### config.mk
export PLATFORM = sky130hd
export DESIGN_NAME = time_keeper
export DESIGN_NICKNAME = d
export VERILOG_FILES = /design/src/rtl/time_keeper.sv
export SDC_FILE = /design/constraint.sdc
export NUM_CORES = 1
export LEC_CHECK = 0
export ABC_AREA = 1
export BUFFER_PORTS_ARGS = -buffer_cell sky130_fd_sc_hd__buf_2
export CORE_MARGIN = 1
export CORE_UTILIZATION = 27
export DETAILED_ROUTE_END_ITERATION = 16
export MAX_ROUTING_LAYER = met4
export RECOVER_POWER = 100
export SLEW_MARGIN = 10
export SYNTH_ARGS = -nofsm -noshare
export SYNTH_HDL_FRONTEND = slang
export SYNTH_SLANG_ARGS = --single-unit
### constraint.sdc
create_clock -name clk -period 2 [get_ports clk]
set_input_delay 0.5 -clock clk [delete_from_list [all_inputs] [get_ports clk]]
set_output_delay 0.5 -clock clk [all_outputs]
set_load 0.005 [all_outputs]
### src/rtl/time_keeper.sv
// rtl/time_keeper.sv - time-of-day counter with alarm ring (optional alarm: TIME_KEEPER_ALARM_EN)
module time_keeper #(
  parameter int HOURS_MAX    = 24,
  parameter int RING_SECONDS = 60
) (
  input  logic        clk,
  input  logic        rstn,
  input  logic        clk_sec,
  input  logic        time_we,
  input  logic [16:0] time_in,
  input  logic        alarm_we,
  input  logic [10:0] alarm_in,
  input  logic        alarm_arm,
  input  logic        alarm_ack,
  output logic [4:0]  hours,
  output logic [5:0]  minutes,
  output logic [5:0]  seconds,
  output logic        sec_tick,
  output logic        alarm_ring
);

  logic       r_sec_prev;
  logic [4:0] r_hours;
  logic [5:0] r_minutes;
  logic [5:0] r_seconds;
  logic       r_sec_tick;

  logic       w_tick;
  logic       w_time_ld;
  logic       w_count;
  logic       w_sec_wrap;
  logic       w_min_wrap;
  logic       w_hr_wrap;
  logic [5:0] w_nxt_sec;
  logic [5:0] w_nxt_min;
  logic [4:0] w_nxt_hr;

  // Rising edge of the one-second wave; a level held high or low gives no further ticks.
  assign w_tick = clk_sec & ~r_sec_prev;

  // A time load is accepted only when every field is in range; a valid load displaces the tick.
  assign w_time_ld = time_we && (time_in[5:0] <= 6'd59) && (time_in[11:6] <= 6'd59)
                     && (time_in[16:12] < 5'(HOURS_MAX));
  assign w_count   = w_tick & ~w_time_ld;

  assign w_sec_wrap = (r_seconds == 6'd59);
  assign w_min_wrap = (r_minutes == 6'd59);
  assign w_hr_wrap  = (r_hours == 5'(HOURS_MAX - 1));
  assign w_nxt_sec  = w_sec_wrap ? 6'd0 : r_seconds + 6'd1;
  assign w_nxt_min  = w_sec_wrap ? (w_min_wrap ? 6'd0 : r_minutes + 6'd1) : r_minutes;
  assign w_nxt_hr   = (w_sec_wrap && w_min_wrap) ? (w_hr_wrap ? 5'd0 : r_hours + 5'd1) : r_hours;

  // Edge-detect history, time registers and the registered per-second pulse.
  always_ff @(posedge clk or negedge rstn) begin
    if (!rstn) begin
      r_sec_prev <= 1'b0;
      r_hours    <= 5'd0;
      r_minutes  <= 6'd0;
      r_seconds  <= 6'd0;
      r_sec_tick <= 1'b0;
    end else begin
      r_sec_prev <= clk_sec;
      r_sec_tick <= w_count;
      if (w_time_ld) begin
        r_hours   <= time_in[16:12];
        r_minutes <= time_in[11:6];
        r_seconds <= time_in[5:0];
      end else if (w_tick) begin
        r_hours   <= w_nxt_hr;
        r_minutes <= w_nxt_min;
        r_seconds <= w_nxt_sec;
      end
    end
  end

  assign hours    = r_hours;
  assign minutes  = r_minutes;
  assign seconds  = r_seconds;
  assign sec_tick = r_sec_tick;

`ifdef TIME_KEEPER_ALARM_EN
  localparam int RW = $clog2(RING_SECONDS + 1);

  typedef enum logic {ST_IDLE, ST_RING} state_t;

  state_t      r_state;
  state_t      w_state_nxt;
  logic [4:0]  r_alarm_hh;
  logic [5:0]  r_alarm_mm;
  logic [RW-1:0] r_ring_cnt;
  logic [RW-1:0] w_ring_cnt_nxt;
  logic        w_alarm_ld;
  logic        w_match;

  assign w_alarm_ld = alarm_we && (alarm_in[5:0] <= 6'd59) && (alarm_in[10:6] < 5'(HOURS_MAX));

  // Only a counted tick that lands on hh:mm:00 can trigger; direct time loads never do.
  assign w_match = w_count && alarm_arm && (w_nxt_hr == r_alarm_hh)
                   && (w_nxt_min == r_alarm_mm) && (w_nxt_sec == 6'd0);

  // Alarm time register, independent of ticks and ringing.
  always_ff @(posedge clk or negedge rstn) begin
    if (!rstn) begin
      r_alarm_hh <= 5'd0;
      r_alarm_mm <= 6'd0;
    end else if (w_alarm_ld) begin
      r_alarm_hh <= alarm_in[10:6];
      r_alarm_mm <= alarm_in[5:0];
    end
  end

  // Alarm state and ring-duration counter registers.
  always_ff @(posedge clk or negedge rstn) begin
    if (!rstn) begin
      r_state    <= ST_IDLE;
      r_ring_cnt <= '0;
    end else begin
      r_state    <= w_state_nxt;
      r_ring_cnt <= w_ring_cnt_nxt;
    end
  end

  // Next state: trigger beats a coincident ack; ack/disarm/timeout end the ring.
  always_comb begin
    w_state_nxt    = r_state;
    w_ring_cnt_nxt = r_ring_cnt;
    case (r_state)
      ST_IDLE: begin
        if (w_match) begin
          w_state_nxt    = ST_RING;
          w_ring_cnt_nxt = '0;
        end
      end
      ST_RING: begin
        if (alarm_ack || !alarm_arm) begin
          w_state_nxt = ST_IDLE;
        end else if (w_count) begin
          w_ring_cnt_nxt = r_ring_cnt + 1'b1;
          if (r_ring_cnt == RW'(RING_SECONDS - 1)) begin
            w_state_nxt = ST_IDLE;
          end
        end
      end
      default: w_state_nxt = ST_IDLE;
    endcase
  end

  assign alarm_ring = (r_state == ST_RING);
`else
  logic w_unused_alarm;

  // Alarm inputs have no effect in the timekeeping-only build.
  assign w_unused_alarm = ^{alarm_we, alarm_in, alarm_arm, alarm_ack};
  assign alarm_ring     = 1'b0;
`endif

endmodule

# --- After elaboration in Yosys (flattened, before gate mapping) ---
# Index checks and enable logic that the tools add are counted.
classes:
  bitwise: 4
  n_eq_ne: 3
  n_lt_le_gt_ge: 3
  addsub: 3
  reduce_logical: 9
  muxes: 11
ops:
  columns: ["operator", "n"]
  rows:
  - ["$mux W6", 7]
  - ["$mux W5", 4]
  - ["$add A6 B1 Y6 const B", 2]
  - ["$eq A6 B6 Y1 const B", 2]
  - ["$le A6 B6 Y1 const B", 2]
  - ["$reduce_bool A2 Y1", 3]
  - ["$add A5 B1 Y5 const B", 1]
  - ["$eq A5 B5 Y1 const B", 1]
  - ["$lt A5 B5 Y1 const B", 1]
  - ["$logic_and A1 B1 Y1", 4]
  - ["$reduce_and A2 Y1", 2]
  - ["$and A1 B1 Y1", 2]
  - ["$not A1 Y1", 2]
totals:
  output_inout_bits: 19
  word_cells: 38
  regBits: 19

# --- Depth between registers and ports, before layout ---
logic_depth:
  ltp_word: 6
  depth_mapped: 10
  ltp_nobuf: 9

# --- Least setup slack after synthesis ---
# Ideal clock, no wire load.
synth_timing:
  path_type: "register to register"
  startpoint: "register r_seconds[0] (netlist: seconds[0])"
  endpoint: "register r_hours[2] (netlist: hours[2])"
  setup_ps: 116
  t_required_ps: 1884
  arrival_time_ps: 1301
  setup_slack_ps: 582
  path_stages_with_launch: 9
  path_buffers: 0
  synth_period_minus_slack_ps: 1418
  path_cell_list: "dfrtp_1 > ha_1 > nand2_2 > nor2_4 > nand2_4 > o21ai_4 > nand2_2 > nand2_1 > nand2_1"
synth_between:
  elab_chain_len: 4
synth_lines:
  columns: ["item", "line", "text"]
  rows:
  - ["start, declared", "25", "logic [5:0] r_seconds;"]
  - ["start signal, assigned", "67", "r_seconds <= time_in[5:0];"]
  - ["start signal, assigned", "71", "r_seconds <= w_nxt_sec;"]
  - ["$eq A6 B6 Y1", "46", "assign w_sec_wrap = (r_seconds == 6'd59);"]
  - ["$logic_and A1 B1 Y1", "51", "assign w_nxt_hr = (w_sec_wrap && w_min_wrap) ? (w_hr_wrap ? 5'd0 : r_hours + 5'd1) : r_hours;"]
  - ["$reduce_bool A2 Y1 (no line)", null, null]
  - ["$reduce_and A2 Y1 (no line)", null, null]
  - ["end signal, assigned", "65", "r_hours <= time_in[16:12];"]
  - ["end signal, assigned", "69", "r_hours <= w_nxt_hr;"]
  - ["end, declared", "23", "logic [4:0] r_hours;"]
# No other way between the ends.
# A chain may end at the register's enable or synchronous reset.

# --- Worst setup path after layout ---
layout_timing:
  startpoint: "register r_seconds[0] (netlist: seconds[0])"
  endpoint: "register r_minutes[3] (netlist: minutes[3])"
layout_between:
  elab_chain_len: 3
layout_lines:
  columns: ["item", "line", "text"]
  rows:
  - ["$eq A6 B6 Y1", "46", null]
  - ["$reduce_bool A2 Y1 (no line)", null, null]
  - ["$reduce_and A2 Y1 (no line)", null, null]
  - ["end signal, assigned", "66", "r_minutes <= time_in[11:6];"]
  - ["end signal, assigned", "70", "r_minutes <= w_nxt_min;"]
  - ["end, declared", "24", "logic [5:0] r_minutes;"]
# No other way between the ends.

==> results summary <==
Summed over all instances, the cell type with the most area after synthesis is sky130_fd_sc_hd__dfrtp_1. After detailed routing, the wire length on met1 is 1.54 mm. The worst setup path is of the reg -> reg kind. The clock tree from TritonCTS is yes. The die area is 0.00507 mm².

The fraction of registers with async set/reset came out at 1.00. Ranked by total cell area, the synthesized netlist is headed by sky130_fd_sc_hd__dfrtp_1 37%, sky130_fd_sc_hd__nand2_1 25%, sky130_fd_sc_hd__nand3_1 8.5%. The number of nets in the layout came out at 274. The number of hold violations in the final report came to 0.

The area share of the largest cell type after synthesis came out at 0.368. The hold buffer count at CTS came out at 0. The global-route total usage across every layer is 0.131.

Along the worst path, the maximum fanout reaches 9. After floorplanning, the core was divided into 24 placement rows. The data required time at the worst endpoint is 2.14 ns. The register bit count reported by yosys came out at 19. Measured against its own limit, the worst slew margin works out to 0.304. The power after layout came out at 1.46 mW.

The power density relative to cell area is 927 mW/mm². In this run the remaining antenna-violating nets after routing total 0. The fraction of layout cells with a size suffix above 1 came out at 0.209.

The iteration count of the initial detailed-routing pass came out at 11. The final setup violation count came out at 0. The number of synthesized flops with an enable pin is 0. Relative to the synthesized area, the layout overhead comes to 22.3%. The switching power total came out at 0.573 mW. Counting the fill cells in the layout gives 497. The final critical path time including I/O delays and setup came out at 1.71 ns. After clock tree synthesis, the repair step resized 0 gates. The count of buffers added on input and output ports is 38. The total half-perimeter wirelength after legalization and detailed placement is 2.38 mm. The count of H-tree levels built during CTS came out at 1. The finished cells cover 0.00158 mm². The maximum number of pins on one net before global-route repair came out at 20. The clock sink count is 19. For this design the top-level I/O count stands at 54. The wire length on met3 came out at 116 µm. After technology mapping, the gate count stands at 193. The most common cell in the synthesized netlist is sky130_fd_sc_hd__nand2_1. The max-capacitance violation count is 0. The number of max-slew violations in the final report is 0. The sequential group share of total power is 0.438. The cell at the root of the clock tree is sky130_fd_sc_hd__clkbuf_8. The maximum number of buffers from clock root to sink came out at 2. By count the netlist is led by 85 x sky130_fd_sc_hd__nand2_1, 22 x sky130_fd_sc_hd__nand3_1, 19 x sky130_fd_sc_hd__dfrtp_1. Global routing finished with a remaining overflow of 0.

The number of nets produced by synthesis is 231. The synthesized area divided by synthesized cell count came out at 6.70 µm². In this run the vertical extent of the chip is 71.2 µm. The routability congestion estimate is 0.851. The slew at the pin closest to its max-slew limit came out at 1.04 ns. The initial utilization of the core area, before any placement, comes to 0.289.

The top layer used by detailed routing is met4. The static leakage came out at 0.880 nW. At the later pin of the worst-skew pair, clock insertion delay measures 0.25 ns. The count of unique library cells instantiated by Yosys came out at 25. The worst hold path belongs to the class in -> reg.

The maximum clock rate is 586 MHz. The run finished, with violations left. The wire length reported by the detailed router is 3.07 mm. The largest vdd supply drop is 0.265 mV. The post-place instance area is 0.00155 mm².

The floorplan die width came out at 71.2 µm. For this run, the leading register cell type out of synthesis is sky130_fd_sc_hd__dfrtp_1. Clock tree synthesis inserted a total of 3 buffers.

The type of element launching the critical path is a register. The number of global-route vias before repair came to 1195. The core region is 0.00447 mm². The combinational fraction of design power is 0.383.

The number of warnings issued by yosys came out at 0. The number of setup buffers added after CTS is 0. The clock power share is 0.179. The via density per instance came out at 4.55. The worst clock skew came out at 0.00102 ns. The total number of vias came out at 1305. The antenna cell count is 0.

The post-CTS clock slew at the launch and capture registers of the worst setup and hold paths came out at 0.07 ns. The switching portion of total power came out at 0.391. In this run, the number of DRC markers left after iteration 0 of detailed routing was 33. The sort of element at the end of the critical path is a register. The number of antenna violations at the first check in global routing came to 0. Setup repair after global routing left no endpoint under its margin.

Cell internal power was estimated by the tool at 0.891 mW. The average detailed-routed wire length per instance came out at 10.7 µm. The arrival time at the worst endpoint came out at 1.85 ns.

The met2 wirelength from detailed routing is 1.38 mm. The setup total negative slack is 0 ns. The part of the cycle the worst path needs is 0.853. The checks that failed: design-rule violations.

In the routed design, unresolved DRC markers number 3. The post-synthesis instance area came out at 0.00129 mm². The sequential element share of the synthesized area is 0.368.

The first-pass GRT wire length is 5.22 mm.
==> area by class of cell <==
| cell class | count | area [µm²] | area share |
|---|---|---|---|
| multi-input cells | 151 | 709 | 0.449 |
| inverters | 18 | 67.6 | 0.0428 |
| well taps | 52 | 65.1 | 0.0412 |
| clock buffers | 4 | 45.0 | 0.0285 |
| repair buffers | 43 | 218 | 0.138 |
| flip-flops and latches | 19 | 475 | 0.301 |
==> metal layers <==
metal / track usage / vias up
li1: - / 687
met1: 0.178 / 591
met2: 0.210 / 23
met3: 0.0157 / 4
met4: 0.0311 / 0
met5: - / -
==> kinds of logic after synthesis <==
group,count (synthesis),share of synthesized area
and+or+nand+nor,132,0.439
buffers and inverters,23,0.0774
DFF,19,0.368
AOI/OAI and AO/OA,10,0.0503
xor gates and xnor gates,5,0.0339
adders and majority gates,3,0.0290
other,1,0.00290
==> through the flow <==
| step | utilization | worst slack (ns) | std cells | hold slack [ns] |
|---|---|---|---|---|
| floorplan | - | 0.582 | 193 | 0.204 |
| finish | 0.353 | 0.294 | 287 | 0.365 |
| global route | 0.353 | 0.135 | 287 | 0.361 |
| CTS | 0.357 | 0.387 | 287 | 0.204 |
| global placement | 0.347 | 0.362 | 283 | 0.471 |
| detailed placement | 0.347 | 0.350 | 283 | 0.476 |
==> power by group through the flow <==
| stage | Combinational, mW | Clock, mW | Sequential [mW] |
|---|---|---|---|
| 6_report | 0.561 | 0.261 | 0.642 |
| 2_1_floorplan | 0.382 | 0 | 0.620 |
| 3_3_place_gp | 0.566 | 0 | 0.647 |
| 3_5_place_dp | 0.575 | 0 | 0.647 |
| 4_1_cts | 0.578 | 0.271 | 0.642 |
| 5_1_grt | 0.651 | 0.284 | 0.665 |
==> worst paths after layout <==
check                             end  startpoint  depth (start not counted)  slack, ns
max in group asynchronous  seconds[3]        rstn                          1       0.96
setup reg to reg           minutes[3]  seconds[0]                          8       0.29
min in group asynchronous  minutes[1]        rstn                          1       0.41
hold reg to reg              hours[4]    hours[4]                          2       0.54
setup / recovery           minutes[3]  seconds[0]                          8       0.29
hold / removal             r_sec_prev     clk_sec                          1       0.36
==> cells in the final DEF (no fill, tap or decap) <==
cell                       instances
sky130_fd_sc_hd__or2_2             1
sky130_fd_sc_hd__ha_1              3
sky130_fd_sc_hd__nand2_1          85
sky130_fd_sc_hd__clkinv_1          2
sky130_fd_sc_hd__clkbuf_8          3
sky130_fd_sc_hd__inv_1            15
sky130_fd_sc_hd__a21oi_1           2
sky130_fd_sc_hd__or2_0             1
sky130_fd_sc_hd__nand4_1           5
sky130_fd_sc_hd__conb_1            1
sky130_fd_sc_hd__inv_2             1
sky130_fd_sc_hd__buf_2            33
sky130_fd_sc_hd__buf_4             4
sky130_fd_sc_hd__xor2_1            3
sky130_fd_sc_hd__o21ai_2           2
sky130_fd_sc_hd__o21ai_0           6
sky130_fd_sc_hd__dfrtp_1          19
sky130_fd_sc_hd__nand2_2           2
sky130_fd_sc_hd__nand3b_1          1
sky130_fd_sc_hd__nand2_4           1
sky130_fd_sc_hd__clkbuf_1          7
sky130_fd_sc_hd__nor2_1           12
sky130_fd_sc_hd__xnor2_1           2
sky130_fd_sc_hd__nand3_1          22
sky130_fd_sc_hd__nor2_4            1
sky130_fd_sc_hd__nor2_2            1
==> critical path, stage by stage, from the launching register on <==
cell and delay [ns]:
sky130_fd_sc_hd__dfrtp_1 0.41, sky130_fd_sc_hd__ha_1 0.24, sky130_fd_sc_hd__nand2_2 0.08, sky130_fd_sc_hd__nor2_4 0.11, sky130_fd_sc_hd__nand2_4 0.08, sky130_fd_sc_hd__o21ai_2 0.34, sky130_fd_sc_hd__inv_1 0.18, sky130_fd_sc_hd__nand2_1 0.09
sky130_fd_sc_hd__nand2_1 0.05
==> flip-flops by register name, summed over array words and instances, names as in the netlist <==
signal and flops:
minutes 6, hours 5, r_sec_prev 1, seconds 6, sec_tick 1
Note: power is estimated with default switching activity, not from simulation.
